$ cat config.mk
export PLATFORM = sky130hd
export DESIGN_NAME = mult_adder_tree
export DESIGN_NICKNAME = d
export VERILOG_FILES = /design/src/rtl/mult_adder_tree_pkg.sv /design/src/rtl/mult_adder_tree_level.sv /design/src/rtl/mult_adder_tree.sv
export SDC_FILE = /design/constraint.sdc
export NUM_CORES = 2
export LEC_CHECK = 0
export ABC_AREA = 0
export BUFFER_PORTS_ARGS = -buffer_cell sky130_fd_sc_hd__buf_4
export CORE_ASPECT_RATIO = 1.5
export CORE_MARGIN = 2
export CORE_UTILIZATION = 58
export DETAILED_ROUTE_END_ITERATION = 12
export PLACE_DENSITY = 0.82
export SLEW_MARGIN = 20
export SYNTH_ARGS = -nofsm -noshare
export SYNTH_HDL_FRONTEND = slang
export SYNTH_SLANG_ARGS = --single-unit
$ cat constraint.sdc
create_clock -name clock -period 12 [get_ports clock]
set_clock_uncertainty 0.1 [all_clocks]
set_input_delay 0.6 -clock clock [delete_from_list [all_inputs] [get_ports clock]]
set_output_delay 0.6 -clock clock [all_outputs]
set_load 0.01 [all_outputs]
$ cat src/rtl/mult_adder_tree_pkg.sv
// Shared widths, defaults and sideband type for the conv PE multiply-adder tree.
// Build option MULT_ADDER_SAT_EN is consumed by mult_adder_tree.
package mult_adder_tree_pkg;

  localparam int unsigned DEF_DATA_WIDTH = 8;
  localparam int unsigned DEF_LANES      = 9;
  localparam int unsigned DEF_ACC_WIDTH  = 32;

  function automatic int unsigned clog2(input int unsigned value);
    int unsigned bits;
    bits = 0;
    for (int unsigned pow = 1; pow < value; pow = pow * 2) bits++;
    return bits;
  endfunction

  // Number of elements left after `level` pairwise reduction levels.
  function automatic int unsigned level_count(input int unsigned lanes, input int unsigned level);
    int unsigned n;
    n = lanes;
    for (int unsigned i = 0; i < level; i++) n = (n + 1) / 2;
    return n;
  endfunction

  localparam int unsigned PRODUCT_WIDTH = 2 * DEF_DATA_WIDTH;
  localparam int unsigned TREE_WIDTH    = PRODUCT_WIDTH + clog2(DEF_LANES);

  typedef struct packed {
    logic valid;
    logic first;
    logic last;
  } sideband_t;

endpackage

$ cat src/rtl/mult_adder_tree_level.sv
// One registered reduction level of the adder tree: sums adjacent signed pairs,
// passes an odd trailing element through, and carries the beat sideband.
module adder_tree_level
  import mult_adder_tree_pkg::*;
#(
  parameter  int unsigned N_IN  = 2,
  parameter  int unsigned W_IN  = 16,
  localparam int unsigned N_OUT = (N_IN + 1) / 2,
  localparam int unsigned W_OUT = W_IN + 1
) (
  input  logic                   clock,
  input  logic                   reset,
  input  logic                   flush,
  input  sideband_t              i_sb,
  input  logic [N_IN*W_IN-1:0]   i_data,
  output sideband_t              o_sb,
  output logic [N_OUT*W_OUT-1:0] o_data
);

  logic [N_OUT*W_OUT-1:0] w_sum;
  logic [N_OUT*W_OUT-1:0] r_data;
  sideband_t              r_sb;

  for (genvar j = 0; j < N_OUT; j++) begin : g_pair
    logic [W_IN-1:0] w_a;
    assign w_a = i_data[2*j*W_IN +: W_IN];
    if (2*j + 1 < N_IN) begin : g_add
      logic [W_IN-1:0] w_b;
      assign w_b = i_data[(2*j+1)*W_IN +: W_IN];
      assign w_sum[j*W_OUT +: W_OUT] = {w_a[W_IN-1], w_a} + {w_b[W_IN-1], w_b};
    end else begin : g_pass
      assign w_sum[j*W_OUT +: W_OUT] = {w_a[W_IN-1], w_a};
    end
  end

  always_ff @(posedge clock or posedge reset) begin
    if (reset) begin
      r_sb   <= '0;
      r_data <= '0;
    end else begin
      r_sb <= flush ? '0 : i_sb;
      if (i_sb.valid) r_data <= w_sum;
    end
  end

  assign o_sb   = r_sb;
  assign o_data = r_data;

endmodule

$ cat src/rtl/mult_adder_tree.sv
// Pipelined signed multiply / adder-tree / accumulator for the conv PE.
// Define MULT_ADDER_SAT_EN for a saturating accumulator with sticky out_sat.
module mult_adder_tree
  import mult_adder_tree_pkg::*;
#(
  parameter int unsigned DATA_WIDTH = DEF_DATA_WIDTH,
  parameter int unsigned LANES      = DEF_LANES,
  parameter int unsigned ACC_WIDTH  = DEF_ACC_WIDTH
) (
  input  logic                          clock,
  input  logic                          reset,
  input  logic                          in_valid,
  input  logic                          in_first,
  input  logic                          in_last,
  input  logic                          flush,
  input  logic [LANES*DATA_WIDTH-1:0]   in,
  input  logic [LANES*DATA_WIDTH-1:0]   kernel,
  output logic signed [ACC_WIDTH-1:0]   out,
  output logic                          out_valid,
  output logic                          out_sat
);

  localparam int unsigned PW = 2 * DATA_WIDTH;
  localparam int unsigned D  = clog2(LANES);
  localparam int unsigned TW = PW + D;

  sideband_t            w_in_sb, r_m_sb, w_tree_sb;
  logic [LANES*PW-1:0]  w_prod, r_prod;
  logic [TW-1:0]        w_tree_sum;

  assign w_in_sb = {in_valid, in_first, in_last};

  for (genvar i = 0; i < LANES; i++) begin : g_mul
    logic signed [PW-1:0] w_a, w_b;
    assign w_a = PW'($signed(in[i*DATA_WIDTH +: DATA_WIDTH]));
    assign w_b = PW'($signed(kernel[i*DATA_WIDTH +: DATA_WIDTH]));
    assign w_prod[i*PW +: PW] = w_a * w_b;
  end

  always_ff @(posedge clock or posedge reset) begin
    if (reset) begin
      r_m_sb <= '0;
      r_prod <= '0;
    end else begin
      r_m_sb <= flush ? '0 : w_in_sb;
      if (in_valid && !flush) r_prod <= w_prod;
    end
  end

  if (D == 0) begin : g_no_tree
    assign w_tree_sum = r_prod;
    assign w_tree_sb  = r_m_sb;
  end else begin : g_tree
    for (genvar k = 0; k < D; k++) begin : g_lvl
      localparam int unsigned NI = level_count(LANES, k);
      localparam int unsigned NO = level_count(LANES, k + 1);
      localparam int unsigned WI = PW + k;
      logic [NI*WI-1:0]     w_din;
      logic [NO*(WI+1)-1:0] w_dout;
      sideband_t            w_sb_i, w_sb_o;
      if (k == 0) begin : g_src
        assign w_din  = r_prod;
        assign w_sb_i = r_m_sb;
      end else begin : g_chain
        assign w_din  = g_lvl[k-1].w_dout;
        assign w_sb_i = g_lvl[k-1].w_sb_o;
      end
      adder_tree_level #(.N_IN(NI), .W_IN(WI)) u_level (
        .clock  (clock),
        .reset  (reset),
        .flush  (flush),
        .i_sb   (w_sb_i),
        .i_data (w_din),
        .o_sb   (w_sb_o),
        .o_data (w_dout)
      );
    end
    assign w_tree_sum = g_lvl[D-1].w_dout;
    assign w_tree_sb  = g_lvl[D-1].w_sb_o;
  end

  logic signed [ACC_WIDTH-1:0] r_acc, r_out, w_acc_next;
  logic                        r_out_valid;

`ifdef MULT_ADDER_SAT_EN
  localparam int unsigned SW = ((ACC_WIDTH > TW) ? ACC_WIDTH : TW) + 1;
  logic signed [SW-1:0]   w_base, w_sum_wide;
  logic [SW-ACC_WIDTH:0]  w_top;
  logic                   w_clamp, w_sat_next, r_sat, r_out_sat;

  // The sum is formed one bit wider than either operand; it overflowed ACC_WIDTH
  // exactly when the bits from ACC_WIDTH-1 upward are not all copies of the sign.
  always_comb begin
    w_base     = w_tree_sb.first ? '0 : SW'(r_acc);
    w_sum_wide = w_base + SW'($signed(w_tree_sum));
    w_top      = w_sum_wide[SW-1:ACC_WIDTH-1];
    w_clamp    = !((&w_top) || !(|w_top));
    w_acc_next = w_clamp ? {w_sum_wide[SW-1], {(ACC_WIDTH-1){~w_sum_wide[SW-1]}}}
                         : w_sum_wide[ACC_WIDTH-1:0];
    w_sat_next = (w_tree_sb.first ? 1'b0 : r_sat) | w_clamp;
  end

  always_ff @(posedge clock or posedge reset) begin
    if (reset) begin
      r_sat     <= 1'b0;
      r_out_sat <= 1'b0;
    end else if (flush) begin
      r_sat <= 1'b0;
    end else if (w_tree_sb.valid) begin
      r_sat <= w_sat_next;
      if (w_tree_sb.last) r_out_sat <= w_sat_next;
    end
  end

  assign out_sat = r_out_sat;
`else
  always_comb begin
    w_acc_next = (w_tree_sb.first ? '0 : r_acc) + ACC_WIDTH'($signed(w_tree_sum));
  end

  assign out_sat = 1'b0;
`endif

  always_ff @(posedge clock or posedge reset) begin
    if (reset) begin
      r_acc       <= '0;
      r_out       <= '0;
      r_out_valid <= 1'b0;
    end else if (flush) begin
      r_acc       <= '0;
      r_out_valid <= 1'b0;
    end else begin
      r_out_valid <= w_tree_sb.valid & w_tree_sb.last;
      if (w_tree_sb.valid) begin
        r_acc <= w_acc_next;
        if (w_tree_sb.last) r_out <= w_acc_next;
      end
    end
  end

  assign out       = r_out;
  assign out_valid = r_out_valid;

endmodule

### After elaboration in Yosys (flattened, before gate mapping)

Cells that the tools add are included.

* flip-flop bits (word level): 415
* bits in latches: 0
* memory bits (writable): 0
* bits in read-only memories: 0
* input port bits: 150
* output and inout port bits: 34
* memories kept: 0

* add/subtract/negate cells: 9
* $mul: 9
* div/mod/pow operators: 0
* magnitude comparators: 0
* equal/unequal tests: 0
* shift-type cells: 0
* multiplexer cells: 9
* bitwise operators: 2
* reductions and logical operators: 4

Operator list (count)
* 8-bit by 8-bit multiplier with 16-bit output: 9
* 32-bit 2-to-1 mux: 3
* 16-bit by 16-bit adder with 17-bit output: 4
* 17-bit by 17-bit adder with 18-bit output: 2
* 32-bit adder: 1
* 19-bit by 16-bit adder with 20-bit output: 1
* 18-bit by 18-bit adder with 19-bit output: 1
* 3-bit 2-to-1 mux: 5
* 3-bit AND reduction: 1
* 2-bit nonzero test: 1
* 1-bit AND: 1
* 1-bit logical AND: 1
* 1-bit logical NOT: 1
* 1-bit 2-to-1 mux: 1
* 1-bit NOT: 1

### Longest topological paths before layout

* depth in word-level cells: 4
* mapped depth: 19
* mapped depth without buffers: 19

### Cells and area by module

Synthesis repeated with hierarchy kept, for this count alone.

* cells, all modules: 5028
* area, all modules: 46385.7 um^2

By module, submodules not included
* mult_adder_tree: instances 1, cells each 3590, area each 32208.4 um^2, sequential area each 5305.1 um^2
* adder_tree_level at g_tree.g_lvl[0].u_level: instances 1, cells each 644, area each 6207.2 um^2, sequential area each 2177.1 um^2
* adder_tree_level at g_tree.g_lvl[1].u_level: instances 1, cells each 365, area each 3734.8 um^2, sequential area each 1401.3 um^2
* adder_tree_level at g_tree.g_lvl[2].u_level: instances 1, cells each 233, area each 2416.1 um^2, sequential area each 1001.0 um^2
* adder_tree_level at g_tree.g_lvl[3].u_level: instances 1, cells each 196, area each 1819.2 um^2, sequential area each 575.6 um^2

### Least setup slack after synthesis

OpenSTA, ideal clock, no wires.

* path kind: input -> register
* from: input in[31]
* to: register r_prod[63] (netlist: g_tree.g_lvl[0].w_din[63])
* library setup time: 0.129 ns
* arrival time: 4.483 ns
* required time: 11.771 ns
* path slack: 7.288 ns
* cell stages on the path: 17
* path through: and2_1 fa_1 inv_1 fa_1 inv_1 fa_1 inv_1 fa_1 inv_1 ha_1 and2_1 o21ai_0 o311ai_1 a21o_1 a21oi_1 xnor2_1 o21ai_1

* cells in the longest elaborated chain, start to end: 1

RTL lines
* start, declared: RTL line mult_adder_tree.sv:16 `input logic [LANES*DATA_WIDTH-1:0] in,`
* 8-bit by 8-bit multiplier with 16-bit output: RTL line mult_adder_tree.sv:37 `assign w_prod[i*PW +: PW] = w_a * w_b;`
* end signal, assigned: RTL line mult_adder_tree.sv:46 `if (in_valid && !flush) r_prod <= w_prod;`
* end, declared: RTL line mult_adder_tree.sv:28 `logic [LANES*PW-1:0] w_prod, r_prod;`

No other way between the ends.
A chain may end at the register's enable or synchronous reset.

### Final worst setup path

* from: input kernel[2]
* to: register r_prod[14] (netlist: g_tree.g_lvl[0].w_din[14])

* cells in the longest elaborated chain, start to end: 1

RTL lines
* start, declared: RTL line mult_adder_tree.sv:17 `input logic [LANES*DATA_WIDTH-1:0] kernel,`
* 8-bit by 8-bit multiplier with 16-bit output: RTL line mult_adder_tree.sv:37

No other way between the ends.

==> results.env <==
SYNTHESIS.AREA_UM2=44600
FIRST_GLOBAL_VIAS=34400
GRT_MAX_DEGREE=186
POST_ROUTE_CELLS_DRIVE_ABOVE_1_SHARE_PCT=9.41
CTS-HTREE-LEVELS=2
IR_DROP_uV=166
SLEW_AT_THE_PIN_CLOSEST_TO_ITS_MAX_SLEW_LIMIT_NS=1.04
COMMONEST_NON_FILL_NON_TAP_CELL_IN_THE_LAYOUT='sky130_fd_sc_hd__inv_1'
MAPPED_NETS=5816
WORST-ENDPOINT-ARRIVAL_NS=4.93
SYNTH.TOP_CELL.AREA_SHARE_PCT=23.3
SYNTH_INSTANCES=4735
WIRE_LENGTH_OF_THE_FIRST_GLOBAL_ROUTING_PASS_UM=163000
SYNTH-WARNING-COUNT=0
TIMING.HOLD.WS_NS=0.0184
AREA_GROWTH_PCT=8.82
DIE_AREA_UM2=79100
DIE-HEIGHT_UM=344
FLOORPLAN.INITIALDENSITY_PCT=58.5
SYNTHDISTINCTLIBCELLS=84
FINALCRITPERIODSHARE_PCT=38.2
ANTENNA_VIOLATING_NETS_LEFT=0
STATUS='completed'
SYNTH_SEQUENTIAL_AREA_RATIO_PCT=23.3
ENDPOINTS_FAILING_HOLD=0
NUM_VIAS=32300
CLOCKBUFFERDEPTH=3
BUFFER_PORTS.INSERTED=182
CORE_AREA_UM2=76200
DRT-INITIAL-DRC-COUNT=1510
GRTUSAGETOTAL_PCT=25.0
POWER_LEAKAGE_nW=24.1
POSTSYNTH.ASYNCRESETSHARE_PCT=100
PATH_CELLS='buf_4 -> and2_1 -> fa_1 -> inv_1 -> fa_1 -> inv_1 -> fa_1 -> inv_1 -> fa_1 -> inv_1 -> ha_1 -> o21ai_0 -> a21boi_0 -> o21ai_0 -> a21oi_1 -> o21ai_0 -> a211oi_1 -> nor3_1 -> o31ai_1'
CRITICAL_PATH.MAX_STAGE_DELAY_NS=0.54
ROUTE.FINAL.WIRE_LENGTH_UM=95400
CLK_PIN_SLEW_WORST_PATHS_NS=0.07
SYN-MEAN-INSTANCE-AREA_UM2=9.42
LAYOUTNONFILLERINSTCOUNT=5929
TRITONCTS='built'
SYNTH-EDFF-COUNT=0
DETAIL_ROUTE.DRC_VIOLATIONS=0
SYNTH_AREA_IN_ADDERS_PCT=34.6
PLACED_CELLS_INCL_TAPS=5851
COMPOUND_GATE_FRACTION_OF_SYNTH_AREA_PCT=9.90
FLOORPLAN.IO_PINS=184
NUMBER_OF_STORAGE_ELEMENTS_IN_THE_SYNTHESIS_NETLIST=415
VIAS_PER_CELL=5.44
MOSTFREQUENTLAYOUTCELLS='809 x sky130_fd_sc_hd__inv_1, 504 x sky130_fd_sc_hd__fa_1, 493 x sky130_fd_sc_hd__nand2_1'
POWERDENSITY_nW_PER_UM2=219
WORST_EP_REQUIRED_TIME_NS=12.35
SETUP_TNS_NS=0
FIN_CRIT_NS=4.58
GRT_REMAINING_OVERFLOW=0
NUMCTSBUFFERS=42
NETLIST.TOP_CELL.BY_AREA='sky130_fd_sc_hd__dfrtp_1'
SYNTH_SIMPLE_GATE_AREA_SHARE_PCT=15.6
START_KIND='input port'
PLACEMENTROWS=124
SLEW-LIMIT-HEADROOM_PCT=30.5
CRITICAL_PATH.TOP_DELAY_FAMILY='adder cells'
CRITPATHBUFINV=5
CRITPATHKIND='in2reg'
MAX-CAP-VIOLATIONS=0
CRITICAL_PATH_PEAK_FANOUT=8
CRIT_PATH_TOP_DELAY_CELL='sky130_fd_sc_hd__fa_1'
DIE_W_UM=230
TIMING.FINAL.MAX_SLEW_VIOLATIONS=0
CLKSINKCOUNT=415
ROUTEDWLPERCELL_UM=16.1
CTS.REPAIR_TIMING.SETUP_BUFFER_COUNT=0
CELLS_TAKING_THE_MOST_AREA_AFTER_SYNTHESIS='sky130_fd_sc_hd__dfrtp_1 23%, sky130_fd_sc_hd__fa_1 23%, sky130_fd_sc_hd__ha_1 12%, sky130_fd_sc_hd__inv_1 6.8%, sky130_fd_sc_hd__and2_1 5.1%'
DOMINANTREGCELLSYNTH='sky130_fd_sc_hd__dfrtp_1'
DETAILED_PLACE_HPWL_UM=77800
WORSTSKEWPAIRLATENCY_NS=0.56
CTS.ROOT.BUFFER_CELL='sky130_fd_sc_hd__clkbuf_16'
NFILLCELLS=6074
SYNTH.MUX.AREA_FRACTION_PCT=4.22
MIN_PATH_TYPE='in2async'
CRIT_PATH_END_KIND='flop'
FINAL-SETUP-VIOL-COUNT=0
GP_CONGESTION=0.918
CTS.HOLD.BUFFERS_ADDED=0
FINISH.NET_COUNT=5968
ANTENNA_FOUND_INITIAL=1
LARGEST_FAMILY_OF_LOGIC_CELLS_BY_SYNTHESIZED_AREA='adder cells'
NUMBER_OF_ITERATIONS_IN_THE_FIRST_DETAILED_ROUTING_PASS=5
POST_CTS_RESIZED=0
POST_SYNTH_XOR_AREA_FRACTION_PCT=4.73
MAX_CLOCK_FREQ_MHz=218
UNREPAIRED_SETUP_ENDPOINTS_AFTER_GLOBAL_ROUTING='false'
## report_power, final
group          switching (W)  leakage (nW)  internal (W)
Clock               0.000556         0.744      0.000845
Combinational        0.00380          18.1       0.00309
Sequential          0.000412          5.23       0.00192
Total                0.00476          24.1       0.00585
## worst paths after layout
kind                            slack (ns)                         endpoint  depth (start not counted)                            start
worst max-delay path                  7.42        g_tree.g_lvl[0].w_din[14]                         19                        kernel[2]
worst min-delay path                  0.02       g_tree.g_lvl[0].w_din[134]                          2                            reset
worst max register to register        7.98                        r_acc[30]                         13  g_tree.g_lvl[3].u_level.o_sb[1]
worst min register to register        0.36  g_tree.g_lvl[3].u_level.o_sb[0]                          1  g_tree.g_lvl[2].u_level.o_sb[0]
max in group asynchronous             9.57        g_tree.g_lvl[0].w_sb_i[2]                          4                            reset
min in group clock                    0.18        g_tree.g_lvl[0].w_sb_i[1]                          2                         in_first
## cell type report
| class | instances | area [um2] | area share (%) |
|---|---|---|---|
| multi-input cells | 3417 | 30800 | 63.5 |
| well taps | 1008 | 1260 | 2.60 |
| repair buffers | 195 | 1480 | 3.04 |
| diodes | 1 | 2.50 | 0.00516 |
| clock buffers | 63 | 1310 | 2.70 |
| clock inverters | 14 | 205 | 0.423 |
| inverters | 816 | 3070 | 6.32 |
| flip-flops and latches | 415 | 10400 | 21.4 |
## cell families (layout without fill, tap and decap cells)
group,count (synthesis),count (layout)
mux,169,169
flops,415,415
buf+inv,903,1088
fa+ha+maj,931,931
compound gates,679,679
simple gates,1396,1396
xor+xnor,241,241
other cells,1,2
## registers in the layout (all words and copies together), names as in the netlist
| register | cells |
|---|---|
| out | 32 |
| r_acc | 32 |
| g_tree.g_lvl.u_level.o_data | 191 |
| g_tree.g_lvl.w_din | 144 |
| out_valid | 1 |
| g_tree.g_lvl.u_level.o_sb | 12 |
| g_tree.g_lvl.w_sb_i | 3 |
## cells in the mapped netlist, types with 19 or more instances
master                     count
sky130_fd_sc_hd__a211oi_1     32
sky130_fd_sc_hd__a21o_1       46
sky130_fd_sc_hd__a21oi_1     148
sky130_fd_sc_hd__and2_1      365
sky130_fd_sc_hd__and3_1       29
sky130_fd_sc_hd__clkbuf_1     79
sky130_fd_sc_hd__dfrtp_1     415
sky130_fd_sc_hd__fa_1        504
sky130_fd_sc_hd__ha_1        427
sky130_fd_sc_hd__inv_1       812
sky130_fd_sc_hd__mux2_2      149
sky130_fd_sc_hd__mux2i_1      19
sky130_fd_sc_hd__nand2_1     493
sky130_fd_sc_hd__nand2b_1     48
sky130_fd_sc_hd__nand3_1      56
sky130_fd_sc_hd__nor2_1      188
sky130_fd_sc_hd__nor2b_1     102
sky130_fd_sc_hd__nor3_1       46
sky130_fd_sc_hd__o21a_1       35
sky130_fd_sc_hd__o21ai_0     191
sky130_fd_sc_hd__o31ai_1      46
sky130_fd_sc_hd__xnor2_1     173
sky130_fd_sc_hd__xor2_1       68
## stage by stage
| step | total power (W) | area, um2 | utilization, % | worst slack, ns |
|---|---|---|---|---|
| 2_1_floorplan | 0.00753 | 44600 | - | 5.70 |
| 3_3_place_gp | 0.00897 | 47000 | 61.7 | 7.00 |
| 3_5_place_dp | 0.00920 | 47000 | 61.7 | 6.89 |
| 4_1_cts | 0.0107 | 48500 | 63.7 | 7.47 |
| 5_1_grt | 0.0117 | 48500 | 63.7 | 7.12 |
| 6_report | 0.0106 | 48500 | 63.7 | 7.42 |
## layer usage
| layer | vias up | wire length (um) | GRT usage, % |
|---|---|---|---|
| met5 | - | 0 | 0 |
| met4 | 0 | 4890 | 11.5 |
| met3 | 230 | 2500 | 1.85 |
| met2 | 580 | 52000 | 48.1 |
| met1 | 15900 | 36000 | 27.9 |
| li1 | 15500 | - | - |
(Power assumes the default switching activity.)
